### src/rtl/zmod_sample_conditioner.sv
// ============================================================================
// Module   : zmod_sample_conditioner
// Brief    : Per-channel ZMOD raw-sample format conversion with 2^k block
//            averaging and a single-cycle output strobe.
// Revision : 1.0
// ============================================================================
`default_nettype none

module zmod_sample_conditioner #(
    parameter int N_CHANNELS        = 2,
    parameter int ZMOD_DATA_SIZE    = 14,
    parameter int SAMPLER_DATA_SIZE = 16,
    parameter int MAX_AVG_LOG2      = 4
) (
    input  logic                                    i_clock,
    input  logic                                    i_reset,
    input  logic                                    i_valid,
    input  logic [N_CHANNELS*ZMOD_DATA_SIZE-1:0]    i_raw_data,
    input  logic [1:0]                              i_mode,
    input  logic [2:0]                              i_avg_log2,
    input  logic                                    i_clear,
    output logic                                    o_valid,
    output logic [N_CHANNELS*SAMPLER_DATA_SIZE-1:0] o_data
);

    localparam int c_Z  = ZMOD_DATA_SIZE;
    localparam int c_S  = SAMPLER_DATA_SIZE;
    localparam int c_A  = SAMPLER_DATA_SIZE + MAX_AVG_LOG2;
    localparam int c_CW = MAX_AVG_LOG2 + 1;

    localparam logic [2:0]      c_MAX_K = 3'(MAX_AVG_LOG2);
    localparam logic [c_S-1:0]  c_HALF  = c_S'(2 ** (c_Z - 1));

    logic           r_s1_valid;
    logic [c_CW-1:0] r_count;
    logic [1:0]     r_mode;
    logic [2:0]     r_k;
    logic           r_o_valid;

    logic [2:0]      w_k_clamped;
    logic [c_CW-1:0] w_last_cnt;
    logic            w_last;
    logic            w_take;
    logic            w_add;
    logic            w_done;
    logic            w_first;
    logic            w_latch;
    logic [1:0]      w_cv_mode;
    logic            w_signed;

    assign w_k_clamped = (i_avg_log2 > c_MAX_K) ? c_MAX_K : i_avg_log2;
    assign w_last_cnt  = (c_CW'(1) << r_k) - c_CW'(1);
    assign w_last      = (r_count == w_last_cnt);
    assign w_take      = i_valid & ~i_clear;
    assign w_add       = r_s1_valid & ~i_clear;
    assign w_done      = w_add & w_last;

    // A new block starts either after an idle gap with an empty pipeline, or
    // right behind the sample that completes the current block in stage 2.
    assign w_first   = r_s1_valid ? w_last : (r_count == '0);
    assign w_latch   = w_take & w_first;
    assign w_cv_mode = w_latch ? i_mode : r_mode;
    assign w_signed  = r_mode[0];

    always_ff @(posedge i_clock) begin
        if (i_reset) begin
            r_s1_valid <= 1'b0;
            r_count    <= '0;
            r_mode     <= 2'd0;
            r_k        <= 3'd0;
            r_o_valid  <= 1'b0;
        end else begin
            r_s1_valid <= w_take;
            r_o_valid  <= w_done;
            if (w_latch) begin
                r_mode <= i_mode;
                r_k    <= w_k_clamped;
            end
            if (i_clear) begin
                r_count <= '0;
            end else if (w_add) begin
                r_count <= w_last ? '0 : r_count + c_CW'(1);
            end
        end
    end

    assign o_valid = r_o_valid;

    generate
        for (genvar c = 0; c < N_CHANNELS; c++) begin : g_ch
            logic [c_Z-1:0] w_raw;
            logic [c_Z-1:0] w_tc;
            logic [c_S-1:0] w_raw_s;
            logic [c_S-1:0] w_m1;
            logic [c_S-1:0] w_m2;
            logic [c_S-1:0] w_m3;
            logic [c_S-1:0] w_conv;
            logic [c_A-1:0] w_ext;
            logic [c_A-1:0] w_sum;
            logic [c_S-1:0] w_avg;
            logic [c_S-1:0] r_s1_data;
            logic [c_A-1:0] r_acc;
            logic [c_S-1:0] r_out;

            assign w_raw   = i_raw_data[c*c_Z +: c_Z];
            assign w_tc    = {~w_raw[c_Z-1], w_raw[c_Z-2:0]};
            assign w_raw_s = c_S'(w_raw);
            assign w_m1    = c_S'($signed(w_tc));
            assign w_m2    = (w_raw_s > c_HALF) ? (w_raw_s - c_HALF) : (w_raw_s + c_HALF);
            assign w_m3    = w_m1 << (c_S - c_Z);

            always_comb begin
                w_conv = w_raw_s;
                case (w_cv_mode)
                    2'd1:    w_conv = w_m1;
                    2'd2:    w_conv = w_m2;
                    2'd3:    w_conv = w_m3;
                    default: w_conv = w_raw_s;
                endcase
            end

            assign w_ext = {{MAX_AVG_LOG2{w_signed & r_s1_data[c_S-1]}}, r_s1_data};
            assign w_sum = r_acc + w_ext;
            // The sum of 2^k in-range samples divided by 2^k is back in range,
            // so truncating the shifted value to S bits loses nothing.
            assign w_avg = w_signed ? c_S'($signed(w_sum) >>> r_k) : c_S'(w_sum >> r_k);

            always_ff @(posedge i_clock) begin
                if (i_reset) begin
                    r_s1_data <= '0;
                    r_acc     <= '0;
                    r_out     <= '0;
                end else begin
                    if (w_take) begin
                        r_s1_data <= w_conv;
                    end
                    if (i_clear) begin
                        r_acc <= '0;
                    end else if (w_add) begin
                        r_acc <= w_last ? '0 : w_sum;
                    end
                    if (w_done) begin
                        r_out <= w_avg;
                    end
                end
            end

            assign o_data[c*c_S +: c_S] = r_out;
        end
    endgenerate

endmodule

`default_nettype wire

### config.mk
export PLATFORM = sky130hd
export DESIGN_NAME = zmod_sample_conditioner
export DESIGN_NICKNAME = d
export VERILOG_FILES = /design/src/rtl/zmod_sample_conditioner.sv
export SDC_FILE = /design/constraint.sdc
export NUM_CORES = 1
export LEC_CHECK = 0
export CORE_MARGIN = 3
export CORE_UTILIZATION = 40
export CTS_BUF_LIST = sky130_fd_sc_hd__clkbuf_2 sky130_fd_sc_hd__clkbuf_4 sky130_fd_sc_hd__clkbuf_8
export DETAILED_ROUTE_END_ITERATION = 10
export GPL_TIMING_DRIVEN = 0
export MAX_ROUTING_LAYER = met4
export SLEW_MARGIN = 20
export SYNTH_ARGS = -nofsm -noshare
export SYNTH_HDL_FRONTEND = slang
export SYNTH_SLANG_ARGS = --single-unit
### constraint.sdc
create_clock -name i_clock -period 4.1 [get_ports i_clock]
set_input_delay 0.615 -clock i_clock [delete_from_list [all_inputs] [get_ports i_clock]]
set_output_delay 0.615 -clock i_clock [all_outputs]
set_load 0.01 [all_outputs]
* After elaboration in Yosys (flattened, before gate mapping)
Index checks and enable logic that the tools add are counted.
Cells by class: add/subtract/negate cells 8, order comparisons 3, equality and inequality tests 4, shifts and indexed selects 5, multiplexer cells 12, bitwise gates (word level) 9, reduce and logical (&&, ||, !) cells 2
Operators by type and width (count):
- case mux 16 bit (3 select lines) | 2
- two-way mux 16 bit | 4
- adder 20 bit | 2
- two-way mux 20 bit | 2
- >> shifter 20 x 3 -> 16 bit | 2
- >>> shifter 20 x 3 -> 16 bit | 2
- adder 14 x 14 -> 15 bit (second input constant) | 2
- subtractor 14 x 14 -> 15 bit (second input constant) | 2
- greater-than comparator 14 bit (second input constant) | 2
- bitwise AND 1 bit | 6
- adder 5 x 1 -> 5 bit (second input constant) | 1
- equality test 5 bit | 1
- zero test 5 bit | 1
- two-way mux 5 bit | 1
- << shifter 1 x 3 -> 5 bit (first input constant) | 1
- subtractor 5 x 2 -> 5 bit (second input constant) | 1
- equality test 2 bit (second input constant) | 2
- greater-than comparator 3 bit (second input constant) | 1
- two-way mux 3 bit | 1
- inverter 1 bit | 3
- equality test 2 x 1 -> 1 bit (second input constant) | 1
- two-way mux 2 bit | 1
- OR reduction 2 bit | 1
- two-way mux 1 bit | 1
Word-level totals: register bits 116, input port bits 37, output and inout bits 33, word-level logic and storage cells 54

* Depth between registers and ports, before layout
word-level depth 8, gate-level depth with buffers 16, depth with buffers taken out 13

* Worst setup path before layout
OpenSTA, ideal clock, no wires.
path type reg2reg, start register r_k[0], end register g_ch[0].r_s1_data[13], library setup time 78 ps, arrival 3268 ps, required time 4022 ps, setup slack 754 ps, stages on the path, launching flop included 15, path buffers 1, clock period less this slack 3346 ps, cells stage by stage dfxtp_1 -> buf_1 -> inv_1 -> nor2_1 -> nand2_1 -> ha_1 -> or3b_1 -> a21oi_1 -> o21a_1 -> o2111ai_2 -> a21oi_4 -> mux2i_2 -> mux2i_1 -> o22ai_1 -> nor3_1
Between the ends: word-level cells in the longest chain between the ends 8, elaborated cells between the ends (all ways) 10, classes of those cells add/sub (1); eq/ne (4); shift (1); mux (3); bitwise (1)
RTL lines:
- start: declaration | RTL line 37 | logic [2:0] r_k;
- start signal: assignment | RTL line 77 | r_k <= w_k_clamped;
- << shifter 1 x 3 -> 5 bit (*) | RTL line 52 | assign w_last_cnt = (c_CW'(1) << r_k) - c_CW'(1);
- subtractor 5 x 2 -> 5 bit (*) | RTL line 52
- equality test 5 bit (*) | RTL line 53 | assign w_last = (r_count == w_last_cnt);
- two-way mux 1 bit (*) | RTL line 60 | assign w_first = r_s1_valid ? w_last : (r_count == '0);
- bitwise AND 1 bit (*) | RTL line 61 | assign w_latch = w_take & w_first;
- two-way mux 2 bit (*)
- equality test 2 bit / equality test 2 x 1 -> 1 bit (equally long branches) | RTL line 114 | case (w_cv_mode)
- case mux 16 bit (3 select lines) (*) | RTL line 114
- end signal: assignment | RTL line 135 | r_s1_data <= w_conv;
- end: declaration | RTL line 101 | logic [c_S-1:0] r_s1_data;
Mark *: on every way between the ends. The rest lies on a longest branch, timed or not. A chain may end at the register's enable or synchronous reset.

* Final worst setup path
start register r_k[2], end register g_ch[0].r_s1_data[7]
Same word-level chain as after synthesis.

==> reports/metrics.csv <==
metric,value,unit
status,"finished, final reports clean",
syn_area,8010,sq um
nFillCells,1991,
powerDensity,295,nW/um^2
ant_nets,0,
synth.net_count,1088,
placedCellCount,1341,
antenna_found_initial,0,
finalCritPeriodShare,0.966,
dr_total_vias,7936,
gp_congestion,0.980,
grtUsageTotal,0.251,
wire_per_inst,19.4,um
ys.flop_type,dfxtp_1,
hold_buffers,0,
worst-slew-pin-transition,895,ps
portBuffers,68,
clk_pin_slew,80,ps
finalHoldViolations,0,
cts.sinks,116,
ir_drop,0.000196,V
area_delta_synth_final,18.3,%
cts-root-buf,clkbuf_8,
startpoint_type,flop,
relSlewSlack,0.388,
synth_warnings,0,
max_freq,252,MHz
end_kind,flop,
rsz0062_at_grt,no,
worst_clock_skew,13.8,ps
synth-seq-cells,116,
cts_buffers,17,
avgViaCountPerCell,5.77,
overflow,0,
ys_types,84,
dr.pass1.iters,5,
die_area,21800,sq um
syn_inst,1008,
finalMaxSlewViolations,0,
async_flop_share,0,
wirelength,26700,um
crit_fanout,10,
nets,1177,
worstSetupPathType,flop to flop,
hold_class,flop to flop,
clk_latency,470,ps
synth.avg_cell_area,7.94,sq um
most-common-layout-cells,"dfxtp_1 (116), a21oi_1 (113), nand2_1 (97)",
clock_path_buffers,2,
hpwl,20900,um
grt_start_max_net_pins,17,
final_common_cell,dfxtp_1,
synth_edf_count,0,
drv_cap,0,
drc_errors,0,
post-route-min-period,3960,ps
drtIter0Drc,877,
h-tree-depth,4,
finalPower,0.00280,W
fin_cells,1376,
initial_core_util,0.409,
cts_tree,yes,
required,4430,ps
grt_pass1_wl,41800,um
grt_pass1_vias,7524,
crit_arrival,4290,ps
ioPinCount,70,
drive_gt1_frac,0.0694,
die_y,147,um
setup_viol,0,
cellLeakagePower,3.85,nW
core-area,19600,sq um
seq_area_frac_synth,0.290,
rows,51,
die_w,147,um
per-layer routing:
metal | GRT usage | share of wire
met4 | 0.0671 | 0.017
met2 | 0.374 | 0.43
met3 | 0.0460 | 0.062
met5 | - | 0
met1 | 0.351 | 0.49
cell families (layout without fill, tap and decap cells):
family	Yosys count	count (layout)	synth area share
compound gates	330	330	0.273
simple gates	329	329	0.193
flops	116	116	0.290
buf+inv	91	193	0.0458
mux	55	55	0.0809
xor+xnor	44	44	0.0481
fa+ha+maj	43	43	0.0691
other cells	0	1	0
worst max-delay path, cell delays in order (launching register included):
cell	delay (ps)
dfxtp_1	400
clkbuf_2	240
inv_1	280
clkbuf_2	320
nand2_1	100
ha_1	270
xnor2_1	240
mux2i_1	110
o31ai_1	340
o2111ai_2	240
a21o_1	320
a31oi_1	220
buf_4	240
buf_8	180
mux2i_1	230
a21oi_1	100
flip-flops by register name, indices dropped and copies added, names as in the netlist:
name            cells
g_ch.r_s1_data     32
o_valid             1
r_count             5
r_s1_valid          1
r_k                 3
g_ch.r_acc         40
r_mode              2
g_ch.r_out         32
final cells by class:
| class | instances | area, sq um | share of cell area |
|---|---|---|---|
| diodes | 1 | 2.50 | 0.000264 |
| plain buffers | 67 | 283 | 0.0299 |
| clock buffers | 19 | 262 | 0.0276 |
| clock inverters | 13 | 149 | 0.0157 |
| inverters | 24 | 90.1 | 0.00951 |
| multi-input cells | 801 | 5330 | 0.563 |
| flip-flops and latches | 116 | 2320 | 0.245 |
| well taps | 265 | 332 | 0.0350 |
| repair buffers | 70 | 696 | 0.0735 |
timing repair:
item	4_1_cts	5_1_grt
setup endpoints to repair	21	54
buffers inserted	0	2
pin swaps	0	1
resized for setup	3	8
gates cloned	0	0
path summary, 6_finish.rpt:
path                                       from                                 to  slack, ps  cells past startpoint
setup / recovery            r_k[2]$_SDFFE_PP0N_  g_ch[0].r_s1_data[7]$_SDFFE_PP0P_        140                     15
hold reg to reg   g_ch[0].r_acc[0]$_SDFFE_PP0P_      g_ch[0].r_acc[0]$_SDFFE_PP0P_        460                      2
hold / removal    g_ch[0].r_acc[0]$_SDFFE_PP0P_      g_ch[0].r_acc[0]$_SDFFE_PP0P_        460                      2
setup reg to reg            r_k[2]$_SDFFE_PP0N_  g_ch[0].r_s1_data[7]$_SDFFE_PP0P_        140                     15
power by group:
part / switching, W / internal, W / leakage (nW)
registers: 0.0000249 / 0.00116 / 0.941
logic: 0.000296 / 0.000179 / 2.71
clock network: 0.000560 / 0.000580 / 0.199
total: 0.000881 / 0.00191 / 3.85
stage by stage:
step / TNS [ps] / worst slack, ps / hold slack (ps) / utilization / cell area (sq um)
2_1_floorplan: 0 / 754 / 436 / - / 8010
3_3_place_gp: -57.9 / -44.6 / 443 / 0.460 / 9020
3_5_place_dp: -222 / -55.0 / 449 / 0.460 / 9020
4_1_cts: 0 / 31.0 / 459 / 0.482 / 9430
5_1_grt: 0 / 6.37 / 482 / 0.483 / 9470
6_report: 0 / 139 / 457 / 0.483 / 9470
Yosys cell counts (6+ instances only):
| cell type | n | area share |
|---|---|---|
| dfxtp_1 | 116 | 0.29 |
| a21oi_1 | 113 | 0.071 |
| nand2_1 | 97 | 0.045 |
| nor2_1 | 93 | 0.044 |
| clkbuf_1 | 54 | 0.025 |
| o21ai_0 | 53 | 0.033 |
| mux2i_1 | 42 | 0.053 |
| nand3_1 | 42 | 0.026 |
| ha_1 | 41 | 0.064 |
| a211oi_1 | 24 | 0.023 |
| inv_1 | 24 | 0.011 |
| xnor2_1 | 24 | 0.026 |
| nor3_1 | 22 | 0.014 |
| xor2_1 | 20 | 0.022 |
| a22oi_1 | 17 | 0.016 |
| and3_1 | 14 | 0.011 |
| a31oi_1 | 13 | 0.010 |
| a21o_1 | 12 | 0.011 |
| and2_1 | 12 | 0.0094 |
| o211ai_1 | 10 | 0.0094 |
| o21a_1 | 9 | 0.0084 |
| buf_1 | 8 | 0.0038 |
| mux4_2 | 7 | 0.020 |
| nand2b_1 | 7 | 0.0055 |
| nor4_1 | 7 | 0.0055 |
| o2111ai_1 | 7 | 0.0077 |
| a22o_1 | 6 | 0.0066 |
| a311oi_1 | 6 | 0.0066 |
| a31o_1 | 6 | 0.0066 |
| o22ai_1 | 6 | 0.0047 |
(Power assumes the default switching activity.)
